--- src/rtl/rr_sel_arb2.sv ---
// rr_sel_arb2: two-source round-robin arbiter producing the mux2x1 select.
//   clk        rising-edge clock
//   rst_n      synchronous active-low reset
//   in_valid   [1:0] per-source transfer offer
//   in_ready   [1:0] per-source acceptance
//   out_valid  granted source has a transfer on the mux output
//   out_ready  downstream accepts the mux output
//   sel        mux select, 1 routes source 1
//   gnt        [1:0] one-hot current owner, 00 when idle
module rr_sel_arb2 #(
   parameter int MAX_BURST = 4
) (
   input  logic       clk,
   input  logic       rst_n,
   input  logic [1:0] in_valid,
   output logic [1:0] in_ready,
   output logic       out_valid,
   input  logic       out_ready,
   output logic       sel,
   output logic [1:0] gnt
);
   localparam int CW = $clog2(MAX_BURST + 1);
   localparam logic [CW-1:0] MB = CW'(MAX_BURST);
   typedef enum logic [1:0] {IDLE, G0, G1} state_t;
   state_t state;
   logic last, own, busy, oth, hs;
   logic [CW-1:0] cnt, cnt_n;
   always_comb begin
      gnt       = {state == G1, state == G0};
      busy      = |gnt;
      own       = gnt[1];
      sel       = own;
      oth       = in_valid[~own];
      out_valid = busy & in_valid[own];
      in_ready  = (busy & out_ready) ? (own ? 2'b10 : 2'b01) : 2'b00;
      hs        = out_valid & out_ready;
      cnt_n     = (cnt == MB) ? cnt : cnt + 1'b1;
   end
   // last only moves when ownership is given up, so ties go to the source not served most recently
   always_ff @(posedge clk) begin
      if (!rst_n) begin
         state <= IDLE;
         last  <= 1'b1;
         cnt   <= '0;
      end else if (!busy) begin
         cnt <= '0;
         if (|in_valid)
            state <= (&in_valid) ? (last ? G0 : G1) : (in_valid[1] ? G1 : G0);
      end else if (!in_valid[own]) begin
         last  <= own;
         cnt   <= '0;
         state <= oth ? (own ? G0 : G1) : IDLE;
      end else if (hs) begin
         if (oth && cnt_n == MB) begin
            last  <= own;
            cnt   <= '0;
            state <= own ? G0 : G1;
         end else
            cnt <= oth ? cnt_n : '0;
      end
   end
endmodule

--- config.mk ---
export PLATFORM = sky130hd
export DESIGN_NAME = rr_sel_arb2
export DESIGN_NICKNAME = d
export VERILOG_FILES = /design/src/rtl/rr_sel_arb2.sv
export SDC_FILE = /design/constraint.sdc
export NUM_CORES = 1
export LEC_CHECK = 0
export CAP_MARGIN = 20
export CORE_AREA = 4 4 41 43
export DETAILED_ROUTE_END_ITERATION = 7
export DIE_AREA = 0 0 45 47
export GPL_TIMING_DRIVEN = 0
export SYNTH_ARGS = -nofsm -noshare
export SYNTH_HDL_FRONTEND = slang
export SYNTH_SLANG_ARGS = --single-unit
--- constraint.sdc ---
create_clock -name clk -period 3.5 [get_ports clk]
set_input_delay 0.525 -clock clk [delete_from_list [all_inputs] [get_ports clk]]
set_output_delay 0.525 -clock clk [all_outputs]
set_load 0.01 [all_outputs]
Word level (Yosys, flattened, before mapping)
Cells that the tools add are included.
- $add $sub $neg: 1
- $lt $le $gt $ge: 2
- equality and inequality tests: 8
- mux-type cells: 22
- bitwise gates (word level): 4
- reduce and logical (&&, ||, !) cells: 8
- operators by type and width (cell ; number):
    2-bit two-way mux ; 12
    3-bit two-way mux ; 3
    3-bit AND reduction ; 3
    1-bit two-way mux ; 7
    3-bit == test (second input constant) ; 2
    1-bit by 2-bit less-than comparator with 1-bit output (second input constant) ; 2
    2-bit OR reduction ; 2
    3-bit by 1-bit adder with 3-bit output (second input constant) ; 1
    1-bit AND ; 3
    3-bit by 2-bit inequality test with 1-bit output (second input constant) ; 1
    3-bit inequality test (second input constant) ; 1
    2-bit by 1-bit == test with 1-bit output (second input constant) ; 1
    2-bit == test (second input constant) ; 1
    2-bit by 1-bit inequality test with 1-bit output (second input constant) ; 1
    2-bit inequality test (second input constant) ; 1
    2-bit AND reduction ; 1
    2-bit nonzero test ; 1
    1-bit logical AND ; 1
    1-bit NOT ; 1
- register bits after elaboration: 6
- input port bits: 5

Longest topological paths before layout
- word-level depth: 9
- depth in mapped cells: 7
- gate-level depth less buffers: 7

Worst setup path after synthesis
Ideal clock, no wire load.
- path type: flip-flop to flip-flop
- start: register state[0]
- end: register cnt[2]
- data arrival time: 1.563 ns
- required time: 3.385 ns
- slack: 1.823 ns
- stages on the path, launching flop included: 7
- cell sequence: dfxtp_1 > inv_1 > ha_1 > clkbuf_1 > nor2_1 > nand2_1 > a2111oi_0
- word-level cells in the longest chain between the ends: 5
- elaborated cells on any way between the ends: 13
- classes of those cells: 2 x eq/ne; 6 x mux; 2 x bitwise; 3 x reduce/logical
- ends and longest elaborated chain (element ; line ; source):
    start: declaration ; 25 ; state_t state;
    start signal: assignment ; 48 ; state <= (&in_valid) ? (last ? G0 : G1) : (in_valid[1] ? G1 : G0);
    start signal: assignment ; 52 ; state <= oth ? (own ? G0 : G1) : IDLE;
    start signal: assignment ; 57 ; state <= own ? G0 : G1;
    2-bit == test ; 29 ; gnt = {state == G1, state == G0};
    1-bit two-way mux (not written as such) (2 in series) ; 34 ; out_valid = busy & in_valid[own];
    1-bit AND (*) ; 34 ;
    net out_valid ; 17 ; output logic out_valid,
    1-bit AND (*) ; 36 ; hs = out_valid & out_ready;
    end signal: assignment ; 59 ; cnt <= oth ? cnt_n : '0;
    end: declaration ; 27 ; logic [CW-1:0] cnt, cnt_n;
The timed path passes the listed nets; every way through them passes the cells marked *. The select of a mux whose other input is x is not followed.
A chain may end at the register's enable or synchronous reset.

Final worst setup path
- start: input in_valid[0]
- end: output out_valid
- word-level cells in the longest chain between the ends: 3
- ends and longest elaborated chain (element ; line ; source):
    start: declaration ; 15 ; input logic [1:0] in_valid,
    1-bit two-way mux (not written as such) (2 in series) ; 34 ;
    1-bit AND ; 34 ;
    end: declaration ; 17 ;
No other way between the ends. The select of a mux whose other input is x is not followed.

==> results_dict.tcl <==
set metrics [dict create \
    timing.critical_path.arrival_ns 2.03 \
    first_global_vias 413 \
    clock_skew_ns 0.00340 \
    placement_rows 13 \
    worstReg2RegStart "state[0]" \
    finalNetCount 90 \
    netlist.area_leader.share_pct 24.1 \
    period_share_pct 72.9 \
    postCtsSetupRepairBufs 0 \
    p_leak_nw 0.260 \
    fin_cells 93 \
    timing.max_cap.violations 0 \
    synthesis.nets 76 \
    ctsRootBufferMaster "sky130_fd_sc_hd__clkbuf_4" \
    worstHoldPathType "flop to flop" \
    filler_cell_count 140 \
    layout_cells_sized_above_1_pct 12.8 \
    grt_first_pass_wirelength_um 1670 \
    post_synth_num_cell_types 27 \
    die_w_um 45 \
    firstDrtPassIters 4 \
    wire_per_inst_um 11.1 \
    synth-seq-cells 6 \
    detail_route.drc_violations 0 \
    worstPathRequired_ns 2.97 \
    seq_area_frac_synth_pct 24.1 \
    clkTransAtPathRegs_ns 0.05 \
    powerDensity_mw_per_mm2 608 \
    worst_slew_margin_relative_to_its_limit_pct 72.8 \
    cts_tree "yes" \
    crit_path_start_kind "primary input" \
    yosys.area.top_type "sky130_fd_sc_hd__dfxtp_1" \
    slew_viol_final 0 \
    finalPower_mw 0.382 \
    synth_cells 66 \
    syn_area_per_cell_um2 7.55 \
    grt.overflow.total 0 \
    total_clock_buffers_created_by_cts 3 \
    final_antenna_net_count 0 \
    clk_path_buf_depth 2 \
    count_of_pins_on_the_block_boundary 11 \
    antenna_cells_inserted 0 \
    htree_levels 1 \
    routabilityCongestion 0.774 \
    flow.area_growth_from_synthesis_pct 26.4 \
    worstHoldEndpoint "state[1]" \
    report.final.setup_viol 0 \
    highest_net_fanout_along_the_worst_path 7 \
    synth.top_cells.by_area "sky130_fd_sc_hd__dfxtp_1, sky130_fd_sc_hd__ha_1, sky130_fd_sc_hd__inv_1" \
    dr_total_vias 492 \
    tightestPinTransition_ns 0.397 \
    synthesis.yosys.warnings 0 \
    number_of_instances_on_the_worst_hold_path 2 \
    timing.final.crit_period_ns 2.55 \
    cts_hold_repair.buffers 0 \
    routed_via_density 5.29 \
    ctsResizeCount 0 \
    port_buffers 9 \
    hold_viol_final 0 \
    die_area_mm2 0.00212 \
    die_height_um 47 \
    worstSkewPairLatency_ns 0.25 \
    rr_worst_depth 6 \
    vdd_drop_max_mv 0.290 \
    core_region_area_mm2 0.00130 \
    status "completed" \
    reg_to_reg_end "state[0]" \
    place_hpwl_um 806 \
    rsz_0062_raised_after_global_routing "false" \
    cts.sink_count 6 \
    final_tns_setup_ns 0 \
    floorplan.initialDensity_pct 38.3 \
    gr-usage-all-layers_pct 10.8 \
    timing.reg2reg.setup_slack_ns 1.73 \
    post_synth_instance_area_um2 498 \
    dpl.cell_count 90 \
    worstSetupEndpointType "output pin" \
    pin_count_of_the_biggest_net_entering_global_routing 11 \
    worst_min_path_start "state[1]" \
    route.final.wire_length_um 1040 \
    critPathKind "primary input to output pin" \
    antenna_found_initial 0 \
    clock.fmax_mhz 392 \
    drt-initial-drc-count 8 \
]
[layout by cell type (no fill, tap or decap), types with 3 or more instances in the layout]
| master | synthesis | layout |
|---|---|---|
| sky130_fd_sc_hd__dfxtp_1 | 6 | 6 |
| sky130_fd_sc_hd__nand2_1 | 5 | 5 |
| sky130_fd_sc_hd__clkbuf_4 | 0 | 3 |
| sky130_fd_sc_hd__inv_1 | 9 | 9 |
| sky130_fd_sc_hd__nor2_1 | 7 | 7 |
| sky130_fd_sc_hd__clkdlybuf4s50_1 | 0 | 9 |
| sky130_fd_sc_hd__ha_1 | 5 | 5 |
| sky130_fd_sc_hd__a21oi_1 | 5 | 5 |
| sky130_fd_sc_hd__o21ai_0 | 4 | 4 |
| sky130_fd_sc_hd__nor3_1 | 3 | 3 |
[metrics by stage]
stage	hold WS, ns	util [%]	instance area (um2)	setup WS [ns]
after floorplan	0.483	-	498	1.82
after global placement	0.515	46.6	607	0.951
after detailed placement	0.521	46.6	607	0.965
after CTS	0.529	48.4	629	0.951
after global routing	0.543	48.4	629	0.849
final	0.527	48.4	629	0.948
[registers in the layout, summed over array words and instances (netlist names)]
| name | cells |
|---|---|
| cnt | 3 |
| last | 1 |
| state | 2 |
[critical path, stage by stage]
cell and delay [ns]:
sky130_fd_sc_hd__clkdlybuf4s50_1 0.59, sky130_fd_sc_hd__mux2i_1 0.12, sky130_fd_sc_hd__nor2_1 0.21, sky130_fd_sc_hd__clkdlybuf4s50_1 0.59
[how the worst max path moves through the flow]
stage                start  cells after the start         to
3_3_place_gp   in_valid[0]                      4  out_valid
2_1_floorplan     state[0]                      6     cnt[2]
4_1_cts        in_valid[0]                      4  out_valid
5_1_grt        in_valid[0]                      4  out_valid
3_5_place_dp   in_valid[0]                      4  out_valid
6_report       in_valid[0]                      4  out_valid
[routing by layer]
layer | vias up | GRT usage, % | wire (um)
li1 | 262 | - | -
met1 | 214 | 15.6 | 568
met2 | 14 | 15.0 | 400
met3 | 2 | 3.45 | 54
met4 | 0 | 3.51 | 11
met5 | - | 0 | 0
[Yosys cell counts]
cell type	count
sky130_fd_sc_hd__a211o_2	1
sky130_fd_sc_hd__and2_2	1
sky130_fd_sc_hd__a221oi_1	2
sky130_fd_sc_hd__clkbuf_1	1
sky130_fd_sc_hd__dfxtp_1	6
sky130_fd_sc_hd__ha_1	5
sky130_fd_sc_hd__o21ai_0	4
sky130_fd_sc_hd__a22o_1	1
sky130_fd_sc_hd__a22oi_1	2
sky130_fd_sc_hd__nor2_1	7
sky130_fd_sc_hd__a211oi_1	1
sky130_fd_sc_hd__a31o_2	1
sky130_fd_sc_hd__nand3b_1	1
sky130_fd_sc_hd__buf_4	1
sky130_fd_sc_hd__a2111oi_0	1
sky130_fd_sc_hd__a211o_1	1
sky130_fd_sc_hd__a31oi_1	1
sky130_fd_sc_hd__a21oi_1	5
sky130_fd_sc_hd__buf_2	1
sky130_fd_sc_hd__nand3_2	1
sky130_fd_sc_hd__inv_1	9
sky130_fd_sc_hd__nand2_1	5
sky130_fd_sc_hd__nor2b_1	1
sky130_fd_sc_hd__nor2_4	1
sky130_fd_sc_hd__nor3_1	3
sky130_fd_sc_hd__mux2i_1	2
sky130_fd_sc_hd__nand4_1	1
[kinds of logic after synthesis]
kind of cell             synth area share (%)
flip-flops                               24.1
AO/OA/AOI/OAI                            27.4
buffers and inverters                    10.0
AND/OR/NAND/NOR                          21.9
adder cells (fa/ha/maj)                  12.6
multiplexers                             4.02
[layout make-up]
| class | count | area, um2 | area share (%) |
|---|---|---|---|
| plain buffers | 3 | 16.3 | 2.58 |
| repair buffers | 9 | 90.1 | 14.3 |
| well taps | 15 | 18.8 | 2.98 |
| multi-input cells | 48 | 328 | 52.1 |
| clock buffers | 3 | 22.5 | 3.58 |
| inverters | 9 | 33.8 | 5.37 |
| flip-flops and latches | 6 | 120 | 19.1 |
[power by group]
| group | switching [mW] | internal [mW] |
|---|---|---|
| clock network | 0.0278 | 0.0390 |
| registers | 0.0115 | 0.0831 |
| logic | 0.114 | 0.107 |
No activity file was read; power rests on OpenSTA's default activity.
